## src/rtl/emu_dec_ctrl.sv

```systemverilog
// emu_dec_ctrl: decimation strobe generator and capture-window controller.
// A shadowed threshold sets the strobe period. A four-state FSM (idle,
// armed, capture, done) gates that strobe into a probe enable, so that
// exactly one sample is recorded per decimation period inside the window.
module emu_dec_ctrl #(
    parameter int dec_bits = 24,
    parameter int win_bits = 16
) (
    input  logic                emu_clk,
    input  logic                emu_rst,
    input  logic [dec_bits-1:0] emu_dec_thr,
    input  logic                arm,
    input  logic                trig,
    input  logic [win_bits-1:0] win_len,
    output logic                emu_dec_cmp,
    output logic                emu_probe_en,
    output logic [dec_bits-1:0] dec_cnt,
    output logic [win_bits-1:0] samp_cnt,
    output logic [1:0]          cap_state,
    output logic                cap_done
);

    typedef enum logic [1:0] {
        ST_IDLE    = 2'd0,
        ST_ARMED   = 2'd1,
        ST_CAPTURE = 2'd2,
        ST_DONE    = 2'd3
    } cap_state_t;

    localparam logic [dec_bits-1:0] DEC_ONE  = {{(dec_bits-1){1'b0}}, 1'b1};
    localparam logic [win_bits:0]   SAMP_ONE = {{win_bits{1'b0}}, 1'b1};

    logic [dec_bits-1:0] dec_cnt_q, dec_cnt_d;
    logic                dec_cmp_q, dec_cmp_d;
    logic [dec_bits-1:0] thr_q, thr_d;
    logic [win_bits-1:0] samp_cnt_q, samp_cnt_d;
    logic [win_bits-1:0] win_q, win_d;
    cap_state_t          state_q, state_d;

    // One extra bit so the window-end compare cannot wrap at the all-ones count.
    logic [win_bits:0]   samp_inc;
    logic                win_end;

    assign samp_inc = {1'b0, samp_cnt_q} + SAMP_ONE;
    assign win_end  = (win_q != '0) && (samp_inc == {1'b0, win_q});

    // Decimation counter: wrap and strobe at the shadowed threshold, then reload it.
    always_comb begin
        // NOTE: every combinational output gets a default first, so no path leaves it unassigned and no latch is inferred.
        dec_cnt_d = dec_cnt_q + DEC_ONE;
        dec_cmp_d = 1'b0;
        thr_d     = thr_q;
        // Compare with >= so that a count beyond the threshold still wraps.
        if (dec_cnt_q >= thr_q) begin
            dec_cnt_d = '0;
            dec_cmp_d = 1'b1;
            thr_d     = emu_dec_thr;
        end
    end

    // Capture FSM: next state, sample counter and latched window length.
    always_comb begin
        state_d    = state_q;
        samp_cnt_d = samp_cnt_q;
        win_d      = win_q;
        unique case (state_q)
            ST_IDLE: begin
                if (arm) state_d = ST_ARMED;
            end
            ST_ARMED: begin
                // A strobe in this cycle is not captured; capture starts on the next one.
                if (trig) begin
                    state_d    = ST_CAPTURE;
                    samp_cnt_d = '0;
                    win_d      = win_len;
                end
            end
            ST_CAPTURE: begin
                if (dec_cmp_q) begin
                    // An unbounded window saturates the counter and stays in capture.
                    if (!(&samp_cnt_q)) samp_cnt_d = samp_inc[win_bits-1:0];
                    if (win_end) state_d = ST_DONE;
                end
            end
            ST_DONE: begin
                if (arm) state_d = ST_ARMED;
            end
            default: state_d = ST_IDLE;
        endcase
    end

    // State registers. Reset reloads the threshold shadow and clears everything else.
    always_ff @(posedge emu_clk) begin
        // NOTE: sequential state uses non-blocking assignments only, so every flop samples pre-edge values.
        if (emu_rst) begin
            dec_cnt_q  <= '0;
            dec_cmp_q  <= 1'b0;
            thr_q      <= emu_dec_thr;
            samp_cnt_q <= '0;
            win_q      <= '0;
            state_q    <= ST_IDLE;
        end else begin
            dec_cnt_q  <= dec_cnt_d;
            dec_cmp_q  <= dec_cmp_d;
            thr_q      <= thr_d;
            samp_cnt_q <= samp_cnt_d;
            win_q      <= win_d;
            state_q    <= state_d;
        end
    end

    // The probe enable is an AND of two flop outputs, so it cannot glitch.
    assign emu_probe_en = dec_cmp_q && (state_q == ST_CAPTURE);
    assign emu_dec_cmp  = dec_cmp_q;
    assign dec_cnt      = dec_cnt_q;
    assign samp_cnt     = samp_cnt_q;
    assign cap_state    = state_q;
    assign cap_done     = (state_q == ST_DONE);

endmodule

```

## config.mk

```make
export PLATFORM = sky130hd
export DESIGN_NAME = emu_dec_ctrl
export DESIGN_NICKNAME = d
export VERILOG_FILES = /design/src/rtl/emu_dec_ctrl.sv
export SDC_FILE = /design/constraint.sdc
export NUM_CORES = 1
export LEC_CHECK = 0
export CAP_MARGIN = 20
export CELL_PAD_IN_SITES_DETAIL_PLACEMENT = 2
export CELL_PAD_IN_SITES_GLOBAL_PLACEMENT = 2
export CORE_ASPECT_RATIO = 1.2
export CORE_MARGIN = 10
export CORE_UTILIZATION = 31
export DETAILED_ROUTE_END_ITERATION = 7
export MAX_ROUTING_LAYER = met4
export PLACE_DENSITY_LB_ADDON = 0.1
export SYNTH_ARGS = -nofsm -noshare
export SYNTH_HDL_FRONTEND = slang
export SYNTH_SLANG_ARGS = --single-unit
```

## constraint.sdc

```tcl
create_clock -name emu_clk -period 3.59 [get_ports emu_clk]
set_input_delay 0.718 -clock emu_clk [delete_from_list [all_inputs] [get_ports emu_clk]]
set_output_delay 0.718 -clock emu_clk [all_outputs]
set_load 0.005 [all_outputs]
```

After elaboration in Yosys (flattened, before gate mapping)
Index checks and enable logic that the tools add are counted.
{"block": "op_classes", "addsub": 2, "order_cmp": 1, "n_eq_ne": 9, "n_mux": 12, "n_reduce_logical": 12}
{"operator": "16-bit two-way mux", "count": 3}
{"operator": "24-bit two-way mux", "count": 2}
{"operator": "16-bit one-hot mux with 2 select lines", "count": 1}
{"operator": "24-bit by 1-bit adder with 24-bit output, second input constant", "count": 1}
{"operator": "24-bit greater-or-equal comparator", "count": 1}
{"operator": "16-bit by 1-bit adder with 17-bit output, second input constant", "count": 1}
{"operator": "17-bit by 16-bit == test with 1-bit output", "count": 1}
{"operator": "16-bit AND reduction", "count": 1}
{"operator": "16-bit nonzero test", "count": 1}
{"operator": "2-bit two-way mux", "count": 4}
{"operator": "2-bit inequality test, second input constant", "count": 4}
{"operator": "4-bit AND reduction", "count": 2}
{"operator": "2-bit one-hot mux with 3 select lines", "count": 1}
{"operator": "2-bit == test, second input constant", "count": 2}
{"operator": "2-bit nonzero test", "count": 2}
{"operator": "2-bit OR reduction", "count": 2}
{"operator": "2-bit by 1-bit == test with 1-bit output, second input constant", "count": 1}
{"operator": "1-bit logical AND", "count": 2}
{"operator": "2-bit zero test", "count": 1}
{"operator": "2-bit by 1-bit inequality test with 1-bit output, second input constant", "count": 1}
{"operator": "2-bit AND reduction", "count": 1}
{"operator": "1-bit two-way mux", "count": 1}
{"block": "totals", "reg_bits": 83, "input_bits": 44, "out_inout_bits": 45, "elab_cells": 42}

Longest topological paths before layout
Gate-level depths: netlist of run 1.
{"block": "depth", "ltp_word": 6, "depth_mapped": 10, "depth_no_buf": 9}

Least setup slack after synthesis of run 1
Ideal clock, no wire load.
{"block": "synth_timing", "kind": "register to register", "startpoint": "reg dec_cnt_q[0], in the netlist dec_cnt[0]", "endpoint": "reg thr_q[0], enable pin", "setup_ns": 0.398, "arrival_ns": 2.619, "t_required_ns": 3.192, "setup_slack_ns": 0.574, "path_stages_with_launch": 10, "n_path_buf": 1, "synth_period_minus_slack_ns": 3.016, "cell_sequence": "dfxtp_1 -> inv_1 -> ha_1 -> nand2b_1 -> a21o_1 -> a21o_1 -> a2111oi_0 -> o311a_1 -> o211ai_1 -> clkbuf_1"}
{"block": "synth_between", "elab_chain_len": 2}
{"item": "start: declaration", "line": "33", "text": "logic [dec_bits-1:0] dec_cnt_q, dec_cnt_d;"}
{"item": "start signal: assignment", "line": "103", "text": "dec_cnt_q <= dec_cnt_d;"}
{"item": "24-bit greater-or-equal comparator", "line": "54", "text": "if (dec_cnt_q >= thr_q) begin"}
{"item": "2-bit nonzero test (no line)"}
{"item": "end signal: assignment", "line": "98", "text": "thr_q <= emu_dec_thr;"}
{"item": "end signal: assignment", "line": "105", "text": "thr_q <= thr_d;"}
{"item": "end: declaration", "line": "35", "text": "logic [dec_bits-1:0] thr_q, thr_d;"}
Every way passes these cells.
A chain may end at the register's enable or synchronous reset.

Worst setup path after layout of run 1
{"block": "layout_timing", "startpoint": "reg samp_cnt_q[3], in the netlist samp_cnt[3]", "endpoint": "reg state_q[1], in the netlist cap_state[1]"}
{"block": "layout_between", "elab_chain_len": 5}
{"item": "start: declaration", "line": "36", "text": "logic [win_bits-1:0] samp_cnt_q, samp_cnt_d;"}
{"item": "start signal: assignment", "line": "106", "text": "samp_cnt_q <= samp_cnt_d;"}
{"item": "16-bit by 1-bit adder with 17-bit output", "line": "44", "text": "assign samp_inc = {1'b0, samp_cnt_q} + SAMP_ONE;"}
{"item": "17-bit by 16-bit == test with 1-bit output", "line": "45", "text": "assign win_end = (win_q != '0) && (samp_inc == {1'b0, win_q});"}
{"item": "1-bit logical AND", "line": "45"}
{"item": "2-bit inequality test (no line)"}
{"item": "4-bit AND reduction (no line)"}
{"item": "end signal: assignment", "line": "108", "text": "state_q <= state_d;"}
{"item": "end: declaration", "line": "38", "text": "cap_state_t state_q, state_d;"}
Every way passes these cells.

==> results of run 1 <==
[worst paths after layout]
| path | start | to | slack (ns) | depth (start not counted) |
|---|---|---|---|---|
| worst max-delay path | samp_cnt[3] | cap_state[1] | 0.76 | 7 |
| worst min-delay path | win_q[3] | win_q[3] | 0.50 | 2 |
| worst max register to register | samp_cnt[3] | cap_state[1] | 0.76 | 7 |
| worst min register to register | win_q[3] | win_q[3] | 0.50 | 2 |
[layer usage]
layer,track usage,up-vias,wire [um]
met5,-,-,0
met4,0.0757,0,401
met3,0.0292,32,538
met2,0.282,75,7710
met1,0.162,1882,5730
li1,-,1865,-
[registers in the layout, summed over array words and instances, names as in the netlist]
register,count
thr_q,24
dec_cnt,24
samp_cnt,16
cap_state,2
win_q,16
emu_dec_cmp,1
[final cells by class]
cell class / instances / area (sq um) / area share
Multi-Input combinational cell: 349 / 2250 / 0.394
Sequential cell: 83 / 1900 / 0.333
Timing Repair Buffer: 93 / 918 / 0.161
Clock buffer: 11 / 254 / 0.0445
Tap cell: 171 / 214 / 0.0375
Inverter: 37 / 139 / 0.0243
Clock inverter: 4 / 26.3 / 0.00460
Antenna cell: 1 / 2.50 / 0.000439
[stage by stage]
stage / setup slack (ns) / utilization / cell area (sq um)
after CTS: 0.771 / 0.411 / 5700
after global routing: 0.590 / 0.411 / 5710
after detailed placement: 0.807 / 0.391 / 5420
final: 0.765 / 0.411 / 5710
after global placement: 0.843 / 0.391 / 5420
after floorplan: 0.574 / - / 4400
[tightest hold or removal path, stage by stage (launching register included)]
cell and delay, ns:
dfxtp_1 0.33, nand2_1 0.06, a21oi_1 0.06
[cells in the mapped netlist (2+ instances only)]
cell type,instances,area [sq um]
dfxtp_1,59,1180
nor2_1,49,184
nand2_1,45,169
a21oi_1,44,220
inv_1,37,139
ha_1,30,375
edfxtp_1,24,721
xnor2_1,21,184
xor2_1,21,184
nand3_1,17,85.1
nand4_1,14,87.6
o21ai_0,14,70.1
clkbuf_1,10,37.5
and3_1,9,56.3
o21ai_1,8,40.0
or3_1,8,50.1
a21o_1,7,52.6
nor3_1,6,30.0
buf_2,5,25.0
nor4_1,5,31.3
and2_1,4,25.0
nand3b_1,4,30.0
nor2b_1,4,25.0
a211oi_1,3,22.5
nand4b_1,3,26.3
a311oi_1,2,17.5
and4_1,2,17.5
mux2_2,2,22.5
nand2b_1,2,12.5
o21a_1,2,15.0
[power by group through the flow]
| stage | Combinational (mW) | Sequential [mW] | Clock [mW] |
|---|---|---|---|
| floorplan | 0.281 | 1.07 | 0 |
| global placement | 0.402 | 1.09 | 0 |
| detailed placement | 0.420 | 1.10 | 0 |
| CTS | 0.425 | 1.07 | 0.929 |
| global route | 0.465 | 1.08 | 0.974 |
| finish | 0.414 | 1.07 | 0.903 |
[cell families after synthesis]
family,synth area share
and+or+nand+nor,0.211
AOI/OAI and AO/OA,0.125
xor gates and xnor gates,0.0837
DFF,0.433
buffers and inverters,0.0555
muxes,0.00740
adders and majority gates,0.0854
==> flow_summary.ini, run 1 <==
[clocking]
clk_pin_slew_worst_paths_ns = 0.06
cts-root-buf = clkbuf_16
cts_tree = yes
numCtsBuffers = 9
ctsResizeCount = 0
cts-htree-levels = 3
cts_sinks = 83
clk_latency_ns = 0.35
post_cts.repair.setup_buffers = 0
cts_max_path_buffers = 2
hold_buffers = 0

[sta]
rsz0062_at_grt = no
clock_skew_ns = 0.00603
slew_headroom = 0.585
fin_crit_ns = 2.83
max_slew.worst_pin.slew_ns = 0.621
setup_viol = 0
hold-worst-slack_ns = 0.499
clock.fmax_mhz = 354
drv_slew = 0
setup-tns-final_ns = 0
fin_crit_sh = 0.787
finalHoldViolations = 0

[cells_and_area]
fill_cells = 1545
drive_gt1_frac = 0.0503
syn_to_final_growth_pct = 29.8
final_common_cell = clkdlybuf4s50_1
finalNonFillerCells = 749
nets = 647
final_cell_mix = clkdlybuf4s50_1, dfxtp_1, nor2_1

[outcome]
status = finished clean

[global_route]
grt_max_degree = 39
grt_pass1_wl_mm = 23.2
antenna_found_initial = 1
track_usage = 0.157
grt_overflow = 0
grt_pass1_vias = 4325

[die]
coreArea_sq_um = 13900
die_w_um = 129
core.rowCount = 47
io_pins = 89
start_util = 0.317
die_h_um = 150
fp.dieArea_sq_um = 19400

[flow_run]
max_cap_viol_count = 0

[synthesis]
synth-seq-cells = 83
ys.flop_type = dfxtp_1
synthesis.nets = 563
netlist_area_sq_um = 4400
synth_cell_type_count = 58
synthArstFlopShare = 0
yosysWarningCount = 0
postSynthCellCount = 489
yosysSeqAreaShare = 0.433
syn_avg_cell_area_sq_um = 8.99
synth_edf_count = 24

[pwr]
pwr-share-seq = 0.449
internal-power_mw = 1.71
power_density_nw_per_um2 = 419
vdd_drop_max_mv = 0.230
pwr-share-clk = 0.378
p_sw_mw = 0.676
switching_share = 0.283
power_leakage_nw = 2.25
totalPowerFinal_mw = 2.39
p_comb_frac = 0.173

[critical_path]
endpoint_kind = flip-flop
worstSetupPathType = reg -> reg
crit_path_max_fanout = 9
required_ns = 3.83
cp_top_family = compound AO/OA/AOI/OAI gates
cpPeakStageDelay_ns = 0.54
path_cells = and4_1, nand2_1, xor2_1, a211oi_1, o2111ai_1, o31ai_2, mux2_2
critPathArrivalTime_ns = 3.06
crit_buf_inv = 0
start_kind = flip-flop
worst_path_max_delay_cell = dfxtp_1

[routing]
drtIter0Drc = 177
vias = 3854
wl_per_cell_um = 19.2
viasPerCell = 5.15
drc_errors = 0
drt_first_pass_iters = 4
routed_wl_mm = 14.4
ant_nets = 0

[placed_design]
gp_congestion = 0.851
port_buffers = 88
dp_hpwl_mm = 11.0
dp_cells = 733

[worst_hold_path]
min_path_type = reg -> reg
(Power assumes the default switching activity.)
==> run 2, diff against run 1 <==
==> constraint.sdc (replaced) <==
create_clock -name emu_clk -period 2.7 [get_ports emu_clk]
set_input_delay 0.54 -clock emu_clk [delete_from_list [all_inputs] [get_ports emu_clk]]
set_output_delay 0.54 -clock emu_clk [all_outputs]
set_load 0.005 [all_outputs]
==> run 2 against run 1 <==
Effect of this change:
- via count increased by 3.2%
- clock skew grew 0.0021 ns
- non-clock buffer count grew 18
- power is 41% higher
- utilization grew 1.5 points
- global-route usage increased by 0.47 points
- register-to-register slack worse by 0.64 ns
- cell area rose by 3.6%
- sequential cell count unchanged
- first-iteration DRC count rose by 2.8%
- clock power increased by 50%
- critical path type unchanged
- largest power group unchanged
==> flow_summary.ini, run 2 (synthesis gave the netlist of run 1 again) <==
[pwr]
internal-power_mw = 2.46
vdd_drop_max_mv = 0.260
power_leakage_nw = 2.36
switching_share = 0.271
power_density_nw_per_um2 = 571
p_sw_mw = 0.914
pwr-share-clk = 0.401
p_comb_frac = 0.176
pwr-share-seq = 0.423

[cells_and_area]
finalNonFillerCells = 768
multi_input_area_sq_um = 2260
drive_gt1_frac = 0.0839
fill_cells = 1509
nets = 665
syn_to_final_growth_pct = 34.5
final_cell_mix = clkdlybuf4s50_1, dfxtp_1, nor2_1
stdcell_area_sq_um = 5910
final_common_cell = clkdlybuf4s50_1
seq_area_sq_um = 1900
fin_util = 0.426

[die]
coreArea_sq_um = 13900
die_w_um = 129
core.rowCount = 47
fp.dieArea_sq_um = 19400
die_h_um = 150
io_pins = 89
start_util = 0.317

[global_route]
track_usage = 0.162
grt_overflow = 0
antenna_found_initial = 1
grt_pass1_vias = 4505
grt_max_degree = 49
grt_pass1_wl_mm = 23.9

[clocking]
cts_sinks = 83
numCtsBuffers = 9
clk_latency_ns = 0.35
cts_max_path_buffers = 2
cts-htree-levels = 3
cts_tree = yes
hold_buffers = 0
cts-root-buf = clkbuf_16
clk_pin_slew_worst_paths_ns = 0.07

[routing]
ant_nets = 0
vias = 3977
viasPerCell = 5.18
routed_wl_mm = 14.7
wl_per_cell_um = 19.2
drtIter0Drc = 182
drc_errors = 0
drt_first_pass_iters = 4

[placed_design]
place_ws_ns = 0.0231
dp_cells = 748
port_buffers = 88
dp_hpwl_mm = 11.2
placed_area_sq_um = 5550
gp_congestion = 0.921

[critical_path]
critPathArrivalTime_ns = 2.81
cpPeakStageDelay_ns = 0.38
worstSetupPathType = reg -> reg
crit_path_max_fanout = 6
worst_path_max_delay_cell = mux2_2
start_kind = flip-flop
required_ns = 2.94
path_cells = ha_1, nand3_2, nor2_2, nand3_1, a311oi_1, nand4_1, o31ai_2, mux2_2
endpoint_kind = flip-flop

[outcome]
status = finished clean

[sta]
fin_crit_ns = 2.58
rsz0062_at_grt = no
setup_viol = 0
drv_slew = 0
slew_headroom = 0.581
clock_skew_ns = 0.00811
fin_crit_sh = 0.955
finalHoldViolations = 0
max_slew.worst_pin.slew_ns = 0.629
clock.fmax_mhz = 388
worst_slack_ns = 0.123
setup-tns-final_ns = 0

[worst_hold_path]
min_path_type = reg -> reg

[flow_run]
max_cap_viol_count = 0
==> run 2: cell count changes in the layout (fill, tap and decap cells not counted), sizes merged <==
cell / before / now
clkinv: 3 / 1
bufinv: 0 / 1
buf: 5 / 23
clkbuf: 11 / 13
==> run 2: repair_timing <==
| item | in CTS | in global routing |
|---|---|---|
| gates resized for setup | 0 | 4 |
| endpoints found under the setup margin | 0 | 8 |
| setup buffers | 0 | 3 |
==> run 2: final cells by class <==
cell class                 instances  share of cell area
antenna                            1            0.000423
clock buffer                      13              0.0478
timing repair buffer             111               0.180
sequential                        83               0.322
multi-input combinational        349               0.383
tap                              171              0.0362
clock inverter                     3             0.00719
inverter                          37              0.0235
==> run 2: metrics by stage <==
stage,hold WS [ns],total power [mW]
final,0.503,3.37
after CTS,0.506,3.43
after detailed placement,0.497,2.05
after global routing,0.543,3.55
after global placement,0.478,2.03
after floorplan,0.451,1.80
==> run 2: path summary, 6_finish.rpt <==
| check | start | end | slack (ns) | cells after the start |
|---|---|---|---|---|
| setup / recovery | samp_cnt[0] | cap_state[1] | 0.12 | 8 |
| hold / removal | win_q[7] | win_q[7] | 0.50 | 2 |
| setup reg to reg | samp_cnt[0] | cap_state[1] | 0.12 | 8 |
| hold reg to reg | win_q[7] | win_q[7] | 0.50 | 2 |
==> run 2: critical path: cells and delay by family, from the launching register on <==
| family | cells | cell delay (ns) |
|---|---|---|
| AOI/OAI and AO/OA | 2 | 0.67 |
| adders and majority gates | 1 | 0.30 |
| DFF | 1 | 0.34 |
| muxes | 1 | 0.38 |
| and+or+nand+nor | 4 | 0.77 |
==> run 2: routing by layer <==
metal  part of all wire  global-route usage  vias to the layer above  wire [um]
li1                   -                   -                     1908          -
met1               0.39               0.161                     1982       5680
met2               0.56               0.302                       68       8230
met3              0.030              0.0338                       19        441
met4              0.025              0.0609                        0        363
met5                  0                   -                        -          0
==> run 2: power by group through the flow <==
stage	Sequential, mW	Clock [mW]	Combinational (mW)
global route	1.43	1.45	0.668
finish	1.43	1.35	0.595
CTS	1.43	1.39	0.607
global placement	1.45	0	0.577
detailed placement	1.46	0	0.599
floorplan	1.43	0	0.374
